<file path="config.mk">
export PLATFORM = sky130hd
export DESIGN_NAME = multi_alarm_clock
export DESIGN_NICKNAME = d
export VERILOG_FILES = /design/src/rtl/clock_pkg.sv /design/src/rtl/alarm_channel.sv /design/src/rtl/multi_alarm_clock.sv
export SDC_FILE = /design/constraint.sdc
export NUM_CORES = 1
export LEC_CHECK = 0
export CAP_MARGIN = 30
export CELL_PAD_IN_SITES_DETAIL_PLACEMENT = 1
export CELL_PAD_IN_SITES_GLOBAL_PLACEMENT = 2
export CORE_ASPECT_RATIO = 0.8
export CORE_MARGIN = 8
export CORE_UTILIZATION = 42
export CTS_BUF_LIST = sky130_fd_sc_hd__clkbuf_2 sky130_fd_sc_hd__clkbuf_4 sky130_fd_sc_hd__clkbuf_8
export DETAILED_ROUTE_END_ITERATION = 6
export HOLD_SLACK_MARGIN = 0.12
export PLACE_DENSITY_LB_ADDON = 0.2
export SLEW_MARGIN = 20
export SYNTH_ARGS = -nofsm -noshare
export SYNTH_HDL_FRONTEND = slang
export SYNTH_SLANG_ARGS = --single-unit
</file>
<file path="constraint.sdc">
create_clock -name clk -period 8.1 [get_ports clk]
set_clock_uncertainty 0.1 [all_clocks]
set_input_delay 1.215 -clock clk [delete_from_list [all_inputs] [get_ports clk]]
set_output_delay 1.215 -clock clk [all_outputs]
set_load 0.005 [all_outputs]
</file>
<file path="src/rtl/clock_pkg.sv">
// Shared time record, alarm channel states, calendar limits and minute arithmetic.
// Latency: none (types, constants and a pure function).
// Backpressure: not applicable.
package clock_pkg;

  typedef struct packed {
    logic [4:0] hrs;
    logic [5:0] min;
    logic [5:0] sec;
  } time_t;

  typedef enum logic [1:0] {IDLE, RINGING, SNOOZED} alarm_state_e;

  localparam int MAX_SEC = 59;
  localparam int MAX_MIN = 59;
  localparam int MAX_HRS = 23;

  // Advance a time of day by m minutes, wrapping at midnight; seconds forced to 00.
  function automatic time_t add_minutes(time_t t, int m);
    int    total;
    time_t r;
    total = (int'(t.hrs) * (MAX_MIN + 1) + int'(t.min) + m) % ((MAX_HRS + 1) * (MAX_MIN + 1));
    r.hrs = 5'(total / (MAX_MIN + 1));
    r.min = 6'(total % (MAX_MIN + 1));
    r.sec = '0;
    return r;
  endfunction

endpackage

</file>
<file path="src/rtl/alarm_channel.sv">
// One alarm channel: stored HH:MM, ring FSM with tick-counted timeout, optional snooze (MULTI_ALARM_SNOOZE_EN).
// Latency: alarm_active rises on the edge that applies the matching tick; ack/disable clear on the next edge.
// Backpressure: none; all control inputs are single-cycle pulses or levels sampled every cycle.
module alarm_channel
  import clock_pkg::*;
#(
  parameter int RING_SEC   = 60,
  parameter int SNOOZE_MIN = 5
) (
  input  logic       clk,
  input  logic       reset_n,
  input  logic       en,
  input  logic       tick,
  input  logic [4:0] cur_hrs,
  input  logic [5:0] cur_min,
  input  logic [4:0] nxt_hrs,
  input  logic [5:0] nxt_min,
  input  logic [5:0] nxt_sec,
  input  logic       edit_inc,
  input  logic       edit_hrs,
  input  logic       ack,
  input  logic       snooze,
  output logic [4:0] a_hrs,
  output logic [5:0] a_min,
  output logic       active
);

  localparam int RW = (RING_SEC > 1) ? $clog2(RING_SEC) : 1;

  alarm_state_e  state;
  logic [RW-1:0] ring_cnt;
  logic          at_alarm;

  // A match only ever comes from a tick landing exactly on HH:MM:00.
  assign at_alarm = tick && (nxt_sec == 6'd0) && (nxt_hrs == a_hrs) && (nxt_min == a_min);

`ifdef MULTI_ALARM_SNOOZE_EN
  time_t target;
  time_t cur_t;
  logic  at_target;
  assign cur_t     = '{hrs: cur_hrs, min: cur_min, sec: 6'd0};
  assign at_target = tick && (nxt_sec == 6'd0) && (nxt_hrs == target.hrs) && (nxt_min == target.min);
`else
  localparam int unused_snooze_min = SNOOZE_MIN;
  logic unused_snooze;
  assign unused_snooze = ^{snooze, cur_hrs, cur_min};
`endif

  // Stored alarm time: increment hours or minutes, wrapping without carry.
  always_ff @(posedge clk or negedge reset_n) begin
    if (!reset_n) begin
      a_hrs <= '0;
      a_min <= '0;
    end else if (edit_inc) begin
      if (edit_hrs) a_hrs <= (a_hrs == 5'(MAX_HRS)) ? 5'd0 : a_hrs + 5'd1;
      else          a_min <= (a_min == 6'(MAX_MIN)) ? 6'd0 : a_min + 6'd1;
    end
  end

  // Ring FSM: disable beats everything, ack beats snooze, timeout counts ticks while ringing.
  always_ff @(posedge clk or negedge reset_n) begin
    if (!reset_n) begin
      state    <= IDLE;
      ring_cnt <= '0;
      active   <= 1'b0;
`ifdef MULTI_ALARM_SNOOZE_EN
      target   <= '0;
`endif
    end else if (!en) begin
      state  <= IDLE;
      active <= 1'b0;
    end else begin
      unique case (state)
        IDLE: begin
          if (at_alarm) begin
            state    <= RINGING;
            active   <= 1'b1;
            ring_cnt <= '0;
          end
        end
        RINGING: begin
          if (ack) begin
            state  <= IDLE;
            active <= 1'b0;
          end
`ifdef MULTI_ALARM_SNOOZE_EN
          else if (snooze) begin
            state  <= SNOOZED;
            active <= 1'b0;
            target <= add_minutes(cur_t, SNOOZE_MIN);
          end
`endif
          else if (tick) begin
            if (ring_cnt == RW'(RING_SEC - 1)) begin
              state  <= IDLE;
              active <= 1'b0;
            end else begin
              ring_cnt <= ring_cnt + RW'(1);
            end
          end
        end
        SNOOZED: begin
`ifdef MULTI_ALARM_SNOOZE_EN
          if (edit_inc) begin
            state <= IDLE;
          end else if (at_target) begin
            state    <= RINGING;
            active   <= 1'b1;
            ring_cnt <= '0;
          end
`else
          state <= IDLE;
`endif
        end
        default: begin
          state  <= IDLE;
          active <= 1'b0;
        end
      endcase
    end
  end

endmodule

</file>
<file path="src/rtl/multi_alarm_clock.sv">
// 24h HH:MM:SS timekeeper with NUM_ALARMS channels; snooze built only with MULTI_ALARM_SNOOZE_EN.
// Latency: time updates on the tick cycle edge; alarm_active/alarm_out follow one edge after the matching tick.
// Backpressure: none; inc_pulse/ack/snooze are single-cycle requests acted on in the cycle they arrive.
module multi_alarm_clock
  import clock_pkg::*;
#(
  parameter int CLK_HZ     = 50_000_000,
  parameter int NUM_ALARMS = 4,
  parameter int RING_SEC   = 60,
  parameter int SNOOZE_MIN = 5,
  localparam int AW        = (NUM_ALARMS > 1) ? $clog2(NUM_ALARMS) : 1
) (
  input  logic                  clk,
  input  logic                  reset_n,
  input  logic                  run,
  input  logic                  time_set,
  input  logic                  alarm_set,
  input  logic [AW-1:0]         alarm_sel,
  input  logic                  set_hrs,
  input  logic                  inc_pulse,
  input  logic [NUM_ALARMS-1:0] alarm_en,
  input  logic                  ack,
  input  logic                  snooze,
  output logic [4:0]            hrs,
  output logic [5:0]            min,
  output logic [5:0]            sec,
  output logic [4:0]            a_hrs,
  output logic [5:0]            a_min,
  output logic [NUM_ALARMS-1:0] alarm_active,
  output logic                  alarm_out,
  output logic                  tick
);

  localparam int PW = (CLK_HZ > 1) ? $clog2(CLK_HZ) : 1;

  logic [PW-1:0] presc;
  time_t         cur;
  time_t         nxt;
  logic          time_set_q;
  logic          alarm_edit;
  logic [4:0]    ch_hrs [NUM_ALARMS];
  logic [5:0]    ch_min [NUM_ALARMS];

  assign tick       = run & ~time_set & (presc == PW'(CLK_HZ - 1));
  assign alarm_edit = alarm_set & ~time_set & inc_pulse;

  // Time one second ahead of now, carrying through minutes, hours and midnight.
  always_comb begin
    nxt = cur;
    if (cur.sec != 6'(MAX_SEC)) begin
      nxt.sec = cur.sec + 6'd1;
    end else begin
      nxt.sec = '0;
      if (cur.min != 6'(MAX_MIN)) begin
        nxt.min = cur.min + 6'd1;
      end else begin
        nxt.min = '0;
        nxt.hrs = (cur.hrs == 5'(MAX_HRS)) ? 5'd0 : cur.hrs + 5'd1;
      end
    end
  end

  // Prescaler and time of day: frozen and editable under time_set, else advancing on tick.
  always_ff @(posedge clk or negedge reset_n) begin
    if (!reset_n) begin
      presc      <= '0;
      cur        <= '0;
      time_set_q <= 1'b0;
    end else begin
      time_set_q <= time_set;
      if (time_set) begin
        if (!time_set_q) begin
          presc   <= '0;
          cur.sec <= '0;
        end
        if (inc_pulse) begin
          if (set_hrs) cur.hrs <= (cur.hrs == 5'(MAX_HRS)) ? 5'd0 : cur.hrs + 5'd1;
          else         cur.min <= (cur.min == 6'(MAX_MIN)) ? 6'd0 : cur.min + 6'd1;
        end
      end else if (run) begin
        if (tick) begin
          presc <= '0;
          cur   <= nxt;
        end else begin
          presc <= presc + PW'(1);
        end
      end
    end
  end

  for (genvar i = 0; i < NUM_ALARMS; i++) begin : g_ch
    alarm_channel #(
      .RING_SEC   (RING_SEC),
      .SNOOZE_MIN (SNOOZE_MIN)
    ) u_ch (
      .clk      (clk),
      .reset_n  (reset_n),
      .en       (alarm_en[i]),
      .tick     (tick),
      .cur_hrs  (cur.hrs),
      .cur_min  (cur.min),
      .nxt_hrs  (nxt.hrs),
      .nxt_min  (nxt.min),
      .nxt_sec  (nxt.sec),
      .edit_inc (alarm_edit & (alarm_sel == AW'(i))),
      .edit_hrs (set_hrs),
      .ack      (ack),
      .snooze   (snooze),
      .a_hrs    (ch_hrs[i]),
      .a_min    (ch_min[i]),
      .active   (alarm_active[i])
    );
  end

  // Display the selected channel; an out-of-range select shows 00:00.
  always_comb begin
    a_hrs = '0;
    a_min = '0;
    for (int i = 0; i < NUM_ALARMS; i++) begin
      if (alarm_sel == AW'(i)) begin
        a_hrs = ch_hrs[i];
        a_min = ch_min[i];
      end
    end
  end

  assign hrs       = cur.hrs;
  assign min       = cur.min;
  assign sec       = cur.sec;
  assign alarm_out = |alarm_active;

endmodule

</file>
After elaboration in Yosys (flattened, before gate mapping)
Index checks and enable logic that the tools add are counted.

$add $sub $neg: 16. Bitwise logic cells: 10. Reduce and logical (&&, ||, !) cells: 46. Equal/unequal tests: 72. Muxes and demuxes: 101.

Operator list (count): 6-bit 2-to-1 mux (29); 26-bit 2-to-1 mux (4); 6-bit by 1-bit adder with 6-bit output (second input constant) (10); 5-bit 2-to-1 mux (11); 6-bit equality test (second input constant) (9); 17-bit 2-to-1 mux (3); 6-bit case mux with 2 select lines (4); 2-bit 2-to-1 mux (20); 2-bit inequality test (second input constant) (15); 4-bit by 3-bit inequality test with 1-bit output (second input constant) (7); 26-bit by 1-bit adder with 26-bit output (second input constant) (1); 26-bit equality test (second input constant) (1); 5-bit by 1-bit adder with 5-bit output (second input constant) (5); 5-bit equality test (second input constant) (5); 6-bit equality test (4); 4-bit AND reduction (6); 6-bit AND reduction (4); 11-bit 2-to-1 mux (2); 5-bit equality test (4); 1-bit 2-to-1 mux (20); 2-bit by 1-bit inequality test with 1-bit output (second input constant) (9); 2-bit AND reduction (9); 2-bit case mux with 2 select lines (4); 3-bit AND reduction (5); 13 further kinds (54).

Flip-flop bits (word level): 124. Bits of input ports: 15. Word-level logic and storage cells: 270.

Depth between registers and ports, before layout
Gate-level depths: netlist of run 1.

Depth after elaboration: 10. Gate-level depth with buffers: 11.

Cells and area by module
Synthesis of run 1 repeated with hierarchy kept, for this count alone.

Cell total of the unflattened synthesis: 763. Area total of the unflattened synthesis: 7328.3 sq um.

By module, submodules not included: alarm_channel (times used 4, seq. area each 450.4 sq um, area each 1067.3 sq um, cells each 107); multi_alarm_clock (times used 1, seq. area each 1101.1 sq um, area each 3059.2 sq um, cells each 335).

Worst setup path before layout of run 1
OpenSTA, ideal clock, no wires.

Kind: input -> output. Start point: input alarm_sel[0]. End point: output a_hrs[0]. Buffers on the path: 2. Stages: 3. Data required time: 6785 ps. Arrival time: 2609 ps. Slack: 4176 ps. Cell sequence: clkbuf_1 -> buf_1 -> mux4_2.

Word-level cells in the longest chain between the ends: 5. Elaborated cells between the ends (all ways): 8. Classes of those cells: eq/ne: 3; mux: 4; reduce/logical: 1.

RTL lines: start, declared (RTL line multi_alarm_clock.sv:18) `input logic [AW-1:0] alarm_sel,`; 2-bit logical NOT (RTL line multi_alarm_clock.sv:120) `if (alarm_sel == AW'(i)) begin`; 5-bit 2-to-1 mux (3 in series) (RTL line multi_alarm_clock.sv:120); 5-bit 2-to-1 mux (*) (RTL line multi_alarm_clock.sv:120); end, declared (RTL line multi_alarm_clock.sv:27) `output logic [4:0] a_hrs,`.

Mark *: on every way between the ends. The rest lies on a longest branch, timed or not.

Final worst setup path of run 1
Start point: input time_set. End point: output tick.

Word-level cells in the longest chain between the ends: 3.

RTL lines: start, declared (RTL line multi_alarm_clock.sv:16) `input logic time_set,`; 1-bit NOT (RTL line multi_alarm_clock.sv:44) `assign tick = run & ~time_set & (presc == PW'(CLK_HZ - 1));`; 1-bit bitwise AND (2 in series) (RTL line multi_alarm_clock.sv:44); end, declared (RTL line multi_alarm_clock.sv:31) `output logic tick`.

No other way between the ends.

==> out/metrics.yaml, run 1 <==
pin_count: 49
rows: 44
cts_max_level: 4
ff_latch_area_um2: 2900
rsz0062_at_grt: "no"
drt_iter0_markers: 514
r2r-end: "g_ch[2].u_ch.ring_cnt[5]$_DFFE_PN0P_"
critPathMaxStageDelay_ns: 0.74
grt_usage_pct: 21.1
leakage_uw: 0.00363
multiInputGateArea_um2: 4500
drv_cap: 0
viasPerCell: 6.08
tns_ns: 0
crit_end: "tick"
cp.depth: 6
start_kind: "input port"
worstPathMaxFanout: 18
diodes: 0
cp_common_cell: "clkdlybuf4s50_1"
fin_crit_ns: 4.69
rr_startpoint: "sec[0]$_DFFE_PN0P_"
synth_fa_ha_area_share_pct: 2.76
muxShareOfSynthArea_pct: 7.43
antenna_found_initial: 0
critPathArrivalTime_ns: 3.38
clock_path_buffers: 2
rr_worst_depth: 8
die_h_um: 137
reg2reg_slack_ns: 3.99
insertion_delay_ns: 0.46
nNetsFinal: 907
worst_setup_path_end_kind: "output port"
irDropWorstVdd_v: 0.000120
relSlewSlack_pct: 37.1
cts_setup_buffers: 0
dieArea_um2: 23000
place_inst: 1084
dp_hpwl_um: 17500
setup_violations: 0
postRouteAntennaNets: 0
async_flop_share_pct: 100
cts_buffers: 17
setup_ws_ns: 3.41
yosys.cell_types.count: 78
cts_tree: "yes"
grt.overflow.total: 0
stdcell_count: 1118
synth_nets: 883
wl_per_cell_um: 21.2
p_per_area_nw_per_um2: 219
nFillCells: 2058
final_hold_viol_count: 0
drtPass1Iterations: 5
syn_inst: 851
crit_chain: "clkdlybuf4s50_1 -> and4bb_2 -> nor2b_1 -> nand4_1 -> inv_1 -> clkdlybuf4s50_1"
core_area_um2: 18100
ys_seq_area_share_pct: 37.6
synth_top_family_by_area: "simple AND/OR/NAND/NOR gates"
grt_max_degree: 69
cp-startpoint: "time_set"
power.total_uw: 1920
postSynthAreaPerCell_um2: 9.06
hp-class: "register to register"
crit_type: "input port to output port"
cts_sinks: 116
synth_edf_count: 0
synthFlopType: "dfrtp_1"
dp_worst_setup_slack_ns: 3.40
port_buffers: 47
drive_gt1_share_pct: 9.80
cts_root_buffer: "clkbuf_8"
post-route-period-util_pct: 58.0
gp_congestion: 0.876
critPathRequiredTime_ns: 6.78
vias: 6796
finalMaxSlewViolations: 0
area_delta_synth_final_pct: 13.5
max_freq_ghz: 0.213
path_clk_slew_ns: 0.07
critical_path.top_delay_family: "buffers and inverters"
cp_slowest_cell: "clkdlybuf4s50_1"
cts_hold_buffers: 0
grt_pass1_vias: 6931
status: "finished, final reports clean"
crit_buf_inv: 3
ctsResizeCount: 0
drcViolationCount: 0
syn_area_um2: 7710
finalWirelength_um: 23700
grt_pass1_wl_um: 38400
synth_compound_gate_area_share_pct: 15.7
synthXorXnorAreaFrac_pct: 8.40
ys_ff_latch: 116
yosysWarnings: 0
die_x_um: 168
yosys.area_share.simple_pct: 24.0
tightestPinTransition_ns: 0.944
start_util_pct: 42.7
hold_ws_ns: 0.425
-- through the flow --
stage | area, µm² | util (%)
floorplan | 7710 | -
global placement | 8260 | 45.7
detailed placement | 8270 | 45.8
CTS | 8720 | 48.3
global route | 8760 | 48.5
finish | 8760 | 48.5
-- synth_stat cells (6+ instances only) --
cell type / number / area share, %
dfrtp_1: 116 / 38
nand2_1: 93 / 4.5
nor2_1: 79 / 3.8
o21ai_0: 47 / 3.1
xnor2_1: 42 / 4.8
xor2_1: 32 / 3.6
nand3_1: 30 / 1.9
nand4_1: 28 / 2.3
nor3_1: 28 / 1.8
clkbuf_1: 22 / 1.1
a21oi_1: 21 / 1.4
inv_1: 21 / 1.0
and3_1: 19 / 1.5
mux2_2: 18 / 2.6
ha_1: 17 / 2.8
a21o_1: 14 / 1.4
buf_2: 11 / 0.71
mux4_2: 11 / 3.2
o21ai_1: 11 / 0.71
o31ai_1: 11 / 1.1
nand2b_1: 10 / 0.81
o211ai_1: 10 / 0.97
nor2b_1: 9 / 0.73
a31oi_1: 8 / 0.65
o22ai_1: 8 / 0.65
or3_1: 8 / 0.65
mux2i_1: 7 / 0.91
nor3b_1: 7 / 0.68
nor4_1: 7 / 0.57
a41oi_1: 6 / 0.68
and2_1: 6 / 0.49
buf_1: 6 / 0.29
buf_4: 6 / 0.58
o2111ai_1: 6 / 0.68
o21a_1: 6 / 0.58
-- cells in the final DEF, fill, tap and decap left out, types with 8 or more instances in the layout --
cell             instances
o31ai_1                 11
o21ai_1                 11
nand3_1                 30
and3_1                  19
inv_1                   21
dfrtp_1                116
clkbuf_8                21
nor2b_1                  9
xnor2_1                 42
mux4_2                  11
clkdlybuf4s50_1         46
a31oi_1                  8
nand4_1                 28
nor2_1                  79
nand2_1                 93
ha_1                    17
xor2_1                  32
mux2_2                  18
nor3_1                  28
a21oi_1                 21
or3_1                    8
o211ai_1                10
o22ai_1                  8
o21ai_0                 47
nand2b_1                10
a21o_1                  14
-- logic make-up after synthesis --
kind of cell / after synthesis
xor+xnor: 74
flops: 116
compound gates: 180
mux: 39
buf+inv: 70
fa+ha+maj: 17
simple gates: 355
-- state kept, by name (all words and copies together), names as in the netlist --
register and flops:
hrs 5, g_ch.u_ch.ring_cnt 24, presc 26, g_ch.u_ch.active 4, g_ch.u_ch.a_min 24, min 6, sec 6, g_ch.u_ch.a_hrs 20
time_set_q 1
-- worst register-to-register path, stage by stage (launching register included) --
cell       delay (ns)
dfrtp_1          0.46
ha_1             0.42
nand4b_4         0.21
nor4_4           0.81
mux2i_1          0.71
nor2_1           0.17
a2111oi_0        0.41
and4_1           0.49
o221ai_1         0.19
-- worst min-delay path by stage --
stage,startpoint,end,slack [ns],cells past startpoint
after floorplan,g_ch[1].u_ch.ring_cnt[0]$_DFFE_PN0P_,g_ch[1].u_ch.ring_cnt[0]$_DFFE_PN0P_,0.37,1
after global placement,g_ch[1].u_ch.ring_cnt[0]$_DFFE_PN0P_,g_ch[1].u_ch.ring_cnt[0]$_DFFE_PN0P_,0.39,1
after detailed placement,g_ch[1].u_ch.ring_cnt[0]$_DFFE_PN0P_,g_ch[1].u_ch.ring_cnt[0]$_DFFE_PN0P_,0.42,1
after CTS,g_ch[1].u_ch.ring_cnt[0]$_DFFE_PN0P_,g_ch[1].u_ch.ring_cnt[0]$_DFFE_PN0P_,0.43,1
after global routing,g_ch[3].u_ch.a_hrs[3]$_DFFE_PN0P_,g_ch[3].u_ch.a_hrs[3]$_DFFE_PN0P_,0.48,1
final,g_ch[1].u_ch.ring_cnt[0]$_DFFE_PN0P_,g_ch[1].u_ch.ring_cnt[0]$_DFFE_PN0P_,0.42,1
-- where the power goes --
part / leakage (µW) / switching [µW] / total, µW / internal, µW
Sequential: 0.00156 / 129 / 753 / 624
Combinational: 0.00184 / 289 / 533 / 244
Clock: 0.000233 / 256 / 634 / 378
Total: 0.00363 / 674 / 1920 / 1250
-- area by class of cell --
| type | count | share of cell area (%) |
|---|---|---|
| Inverter | 23 | 0.986 |
| Timing Repair Buffer | 52 | 6.02 |
| Sequential cell | 116 | 33.1 |
| Tap cell | 230 | 3.29 |
| Multi-Input combinational cell | 665 | 51.3 |
| Clock inverter | 8 | 1.67 |
| Clock buffer | 24 | 3.56 |
-- layer usage --
| layer | wire length (µm) | GRT usage [%] |
|---|---|---|
| met1 | 11400 | 29.4 |
| met4 | 386 | 6.43 |
| met2 | 10400 | 32.2 |
| met3 | 1500 | 4.93 |
| met5 | 0 | 0 |
Power figures use the tool's default switching activity.
==> inputs of run 2 (changes only) <==
--- a/config.mk
+++ b/config.mk
@@ -10,7 +10,7 @@
 export CELL_PAD_IN_SITES_GLOBAL_PLACEMENT = 2
 export CORE_ASPECT_RATIO = 0.8
 export CORE_MARGIN = 8
-export CORE_UTILIZATION = 42
+export CORE_UTILIZATION = 35
 export CTS_BUF_LIST = sky130_fd_sc_hd__clkbuf_2 sky130_fd_sc_hd__clkbuf_4 sky130_fd_sc_hd__clkbuf_8
 export DETAILED_ROUTE_END_ITERATION = 6
 export HOLD_SLACK_MARGIN = 0.12
==> constraint.sdc (replaced) <==
create_clock -name clk -period 4.3 [get_ports clk]
set_clock_uncertainty 0.1 [all_clocks]
set_input_delay 0.645 -clock clk [delete_from_list [all_inputs] [get_ports clk]]
set_output_delay 0.645 -clock clk [all_outputs]
set_load 0.005 [all_outputs]
==> run 2 against run 1 <==
Compared with the run above:
- first-iteration DRC count decreased by 8.9%
- flip-flop and latch count stayed put
- register-to-register slack got worse by 3.3 ns
- wire length rose by 4.4%
- sequential power increased by 87%
- worst setup slack got worse by 2.7 ns
- via count fell by 0.77%
==> out/metrics.yaml, run 2 (synthesized netlist as in run 1, its figures left out) <==
dp_hpwl_um: 18600
relSlewSlack_pct: 39.2
dieArea_um2: 27100
start_kind: "register"
crit_end: "g_ch[3].u_ch.ring_cnt[2]$_DFFE_PN0P_"
reg2reg_slack_ns: 0.74
diodes: 0
insertion_delay_ns: 0.45
fin_crit_ns: 3.56
final_hold_viol_count: 0
pin_count: 49
largestRegisters: "presc (26), g_ch.u_ch.a_min (24), g_ch.u_ch.ring_cnt (24)"
grt_max_degree: 69
mostFrequentLayoutCells: "116 x dfrtp_1, 93 x nand2_1, 79 x nor2_1"
place_inst: 1140
cts_setup_buffers: 0
port_buffers: 47
clock_path_buffers: 2
post-route-period-util_pct: 82.9
setup_ws_ns: 0.737
met1_usage_pct: 26.6
setup_violations: 0
final_common_cell: "dfrtp_1"
rr_startpoint: "sec[0]$_DFFE_PN0P_"
cts_root_buffer: "clkbuf_8"
rsz0062_at_grt: "no"
dp_worst_setup_slack_ns: 0.629
grt_pass1_wl_um: 40000
r2r-end: "g_ch[3].u_ch.ring_cnt[2]$_DFFE_PN0P_"
nFillCells: 2484
postRouteAntennaNets: 0
crit_chain: "ha_1 -> and4b_1 -> nand2_1 -> nor3_1 -> buf_4 -> o21a_1 -> o211ai_1 -> nor4_4 -> o21ai_1"
placedInstanceArea_um2: 8410
leakage_uw: 0.00368
cts_tree: "yes"
area_delta_synth_final_pct: 15.4
largest_reg_flops: 26
finalWirelength_um: 24700
stdcell_count: 1172
crit_buf_inv: 1
busiest_layer: "met2"
irDropWorstVdd_v: 0.000209
top_register: "presc"
grt_usage_pct: 18.6
nNetsFinal: 918
cts_sinks: 116
p_per_area_nw_per_um2: 405
critPathArrivalTime_ns: 3.77
tns_ns: 0
path_clk_slew_ns: 0.08
finalMaxSlewViolations: 0
rows: 48
vias: 6744
cp_slowest_cell: "nor4_4"
die_h_um: 149
cp-startpoint: "sec[0]$_DFFE_PN0P_"
status: "finished, final reports clean"
max_freq_ghz: 0.281
cp.depth: 9
viasPerCell: 5.75
critPathMaxStageDelay_ns: 0.61
ff_latch_area_um2: 2900
die_x_um: 182
antenna_found_initial: 2
grt_use_met3_pct: 3.36
start_util_pct: 35.7
worstPathMaxFanout: 9
multiInputGateArea_um2: 4500
drv_cap: 0
grt_pass1_vias: 7045
core_area_um2: 21600
wl_per_cell_um: 21.1
postLayoutCoreUtil_pct: 41.2
gp_congestion: 0.838
rr_worst_depth: 9
crit_type: "register to register"
grtUsageMet2_pct: 28.6
worst_setup_path_end_kind: "register"
tightestPinTransition_ns: 0.909
final_cell_area_um2: 8900
cts_buffers: 17
drt_iter0_markers: 468
hp-class: "register to register"
drive_gt1_share_pct: 10.6
grt.overflow.total: 0
cts_max_level: 4
critical_path.top_delay_family: "simple AND/OR/NAND/NOR gates"
critPathRequiredTime_ns: 4.50
drcViolationCount: 0
drtPass1Iterations: 4
[run 2: worst min-delay path by stage]
stage | from | endpoint | slack [ns] | cells past startpoint
CTS | reset_n | presc[15]$_DFFE_PN0P_ | 0.25 | 1
floorplan | reset_n | g_ch[0].u_ch.a_hrs[0]$_DFFE_PN0P_ | 0.25 | 0
detailed placement | g_ch[1].u_ch.ring_cnt[0]$_DFFE_PN0P_ | g_ch[1].u_ch.ring_cnt[0]$_DFFE_PN0P_ | 0.41 | 1
global placement | g_ch[1].u_ch.ring_cnt[0]$_DFFE_PN0P_ | g_ch[1].u_ch.ring_cnt[0]$_DFFE_PN0P_ | 0.39 | 1
global route | g_ch[1].u_ch.ring_cnt[0]$_DFFE_PN0P_ | g_ch[1].u_ch.ring_cnt[0]$_DFFE_PN0P_ | 0.44 | 1
finish | g_ch[1].u_ch.ring_cnt[0]$_DFFE_PN0P_ | g_ch[1].u_ch.ring_cnt[0]$_DFFE_PN0P_ | 0.43 | 1
[run 2: cell type report]
cell class              count  area share, %
multi-input cells         665           50.5
flip-flops and latches    116           32.6
clock buffers              22           3.33
inverters                  23          0.970
repair buffers             63           7.00
clock inverters             8           1.67
well taps                 275           3.87
[run 2: what timing repair did]
item | 4_1_cts | 5_1_grt
hold buffers | 0 | 1
resized for setup | 0 | 0
endpoints found under the hold margin | 0 | 13
[run 2: routing by layer]
layer	routed length (µm)	vias to the layer above
met3	906	34
met1	12400	3431
met4	328	2
li1	-	3171
met5	17	-
met2	11000	106
[run 2: power by group]
part	internal [µW]	leakage, µW	total (µW)	switching (µW)
Combinational	465	0.00190	1020	558
Sequential	1170	0.00156	1410	239
Clock	694	0.000220	1170	473
Total	2330	0.00368	3600	1270
[run 2: stage by stage]
step,total power [µW],hold slack (ns)
after floorplan,2010,0.249
after global placement,2410,0.393
after detailed placement,2430,0.414
after CTS,3630,0.252
after global routing,3790,0.443
final,3600,0.426
==> inputs of run 3 (changes only) <==
--- a/config.mk
+++ b/config.mk
@@ -10,7 +10,7 @@
 export CELL_PAD_IN_SITES_GLOBAL_PLACEMENT = 2
 export CORE_ASPECT_RATIO = 0.8
 export CORE_MARGIN = 8
-export CORE_UTILIZATION = 35
+export CORE_UTILIZATION = 39
 export CTS_BUF_LIST = sky130_fd_sc_hd__clkbuf_2 sky130_fd_sc_hd__clkbuf_4 sky130_fd_sc_hd__clkbuf_8
 export DETAILED_ROUTE_END_ITERATION = 6
 export HOLD_SLACK_MARGIN = 0.12
==> constraint.sdc (replaced) <==
create_clock -name clk -period 3.59 [get_ports clk]
set_clock_uncertainty 0.1 [all_clocks]
set_input_delay 0.5385 -clock clk [delete_from_list [all_inputs] [get_ports clk]]
set_output_delay 0.5385 -clock clk [all_outputs]
set_load 0.005 [all_outputs]
==> run 3 against run 2 <==
Compared with the run above:
- maximum frequency rose by 2.6%
- sequential share of layout area down 0.12 points
- combinational power rose by 26%
- final cell count increased by 0.17%
- worst setup slack worse by 0.62 ns
- die area is 9.3% lower
- flip-flop and latch count did not move
- final area is 0.38% higher
- first-iteration DRC count increased by 4.9%
- largest cell class unchanged
- largest power group unchanged
- highest routed layer is now met4
==> out/metrics.yaml, run 3 (synthesized netlist as in run 1, its figures left out) <==
largestRegisters: "presc (26), g_ch.u_ch.a_min (24), g_ch.u_ch.ring_cnt (24)"
diodes: 0
grt_usage_pct: 20.1
clock_path_buffers: 2
crit_chain: "ha_1 -> a21boi_0 -> or3_1 -> a221oi_1 -> o211ai_1 -> or4b_1 -> o31ai_4 -> mux2_4"
cts_sinks: 116
largest_reg_flops: 26
final_hold_viol_count: 0
grt_pass1_wl_um: 39600
core_area_um2: 19600
placedInstanceArea_um2: 8500
final_common_cell: "dfrtp_1"
wl_per_cell_um: 20.5
area_delta_synth_final_pct: 15.8
drive_gt1_share_pct: 12.2
grt_pass1_vias: 6914
worstPathMaxFanout: 8
viasPerCell: 5.82
rsz0062_at_grt: "no"
critPathRequiredTime_ns: 3.84
finalMaxSlewViolations: 0
ff_latch_area_um2: 2900
nFillCells: 2278
drv_cap: 0
antenna_found_initial: 0
setup_violations: 0
crit_type: "register to register"
dp_hpwl_um: 18000
drcViolationCount: 0
max_freq_ghz: 0.288
die_h_um: 142
leakage_uw: 0.00371
cp_slowest_cell: "or4b_1"
postRouteAntennaNets: 0
vias: 6834
top_register: "presc"
start_util_pct: 39.3
final_cell_area_um2: 8930
tightestPinTransition_ns: 0.750
fin_crit_ns: 3.47
drtPass1Iterations: 5
cts_max_level: 4
irDropWorstVdd_v: 0.000253
rr_startpoint: "hrs[1]$_DFFE_PN0P_"
multiInputGateArea_um2: 4500
min-delay-start: "g_ch[1].u_ch.ring_cnt[0]$_DFFE_PN0P_"
r2r-end: "g_ch[0].u_ch.ring_cnt[0]$_DFFE_PN0P_"
cts_root_buffer: "clkbuf_8"
critPathArrivalTime_ns: 3.72
dieArea_um2: 24600
grt_max_degree: 68
drt_iter0_markers: 491
pin_count: 49
critical_path.top_delay_family: "compound AO/OA/AOI/OAI gates"
worst_setup_path_end_kind: "register"
rr_worst_depth: 8
cts_tree: "yes"
hp-class: "register to register"
critPathMaxStageDelay_ns: 0.58
port_buffers: 47
start_kind: "register"
reg2reg_slack_ns: 0.12
gp_congestion: 0.846
insertion_delay_ns: 0.47
status: "finished, final reports clean"
nNetsFinal: 930
crit_buf_inv: 0
tns_ns: 0
mostFrequentLayoutCells: "116 x dfrtp_1, 93 x nand2_1, 79 x nor2_1"
cts_buffers: 17
cts_setup_buffers: 0
post-route-period-util_pct: 96.8
grt.overflow.total: 0
die_x_um: 173
worstHoldEndpoint: "g_ch[1].u_ch.ring_cnt[0]$_DFFE_PN0P_"
relSlewSlack_pct: 49.9
rows: 46
path_clk_slew_ns: 0.08
p_per_area_nw_per_um2: 477
finalWirelength_um: 24100
hold_depth: 1
-- run 3: final cells by class --
cell class / count / share of cell area (%)
Timing Repair Buffer: 75 / 7.76
Multi-Input combinational cell: 665 / 50.4
Clock buffer: 19 / 2.93
Sequential cell: 116 / 32.5
Inverter: 23 / 0.967
Tap cell: 264 / 3.70
Clock inverter: 12 / 1.74
-- run 3: repair_timing --
| action | in CTS | in global routing |
|---|---|---|
| hold buffers | 1 | 0 |
| gates resized for setup | 0 | 3 |
| setup endpoints to repair | 0 | 12 |
| hold endpoints to repair | 49 | 0 |
-- run 3: worst max path at each step --
stage,start,endpoint,slack (ns),cells past startpoint
after floorplan,sec[0]$_DFFE_PN0P_,g_ch[0].u_ch.ring_cnt[0]$_DFFE_PN0P_,0.52,9
after global placement,sec[0]$_DFFE_PN0P_,g_ch[0].u_ch.ring_cnt[0]$_DFFE_PN0P_,0.25,8
after detailed placement,sec[0]$_DFFE_PN0P_,g_ch[2].u_ch.ring_cnt[5]$_DFFE_PN0P_,0.15,8
after CTS,sec[0]$_DFFE_PN0P_,g_ch[0].u_ch.ring_cnt[0]$_DFFE_PN0P_,0.13,8
after global routing,hrs[1]$_DFFE_PN0P_,g_ch[0].u_ch.ring_cnt[0]$_DFFE_PN0P_,0.01,8
final,hrs[1]$_DFFE_PN0P_,g_ch[0].u_ch.ring_cnt[0]$_DFFE_PN0P_,0.12,8
-- run 3: power by group --
part	switching, µW	internal, µW	total [µW]
registers	243	1410	1650
logic	703	587	1290
clock network	599	718	1320
total	1550	2710	4260
-- run 3: metal layers --
metal	part of all wire (%)	global-route usage (%)	vias up
met5	0	0	-
met3	3.7	3.80	22
met1	51	29.2	3496
met2	44	30.7	121
met4	0.90	4.08	0
li1	-	-	3195
-- run 3: worst reg2reg max path, cell delays in order, from the launching register on --
cell	delay [ns]
dfrtp_1	0.51
ha_1	0.46
a21boi_0	0.24
or3_1	0.35
a221oi_1	0.41
o211ai_1	0.14
or4b_1	0.58
o31ai_4	0.26
mux2_4	0.32
-- run 3: stage by stage --
step                setup slack [ns]  power [µW]  hold slack [ns]  util (%)  std cells
floorplan                      0.516        2410            0.143         -        851
global placement               0.252        2910            0.387      43.3       1142
detailed placement             0.153        2940            0.424      43.3       1142
CTS                            0.129        4280            0.435      45.5       1174
global route                  0.0139        4490            0.462      45.5       1174
finish                         0.115        4260            0.433      45.5       1174
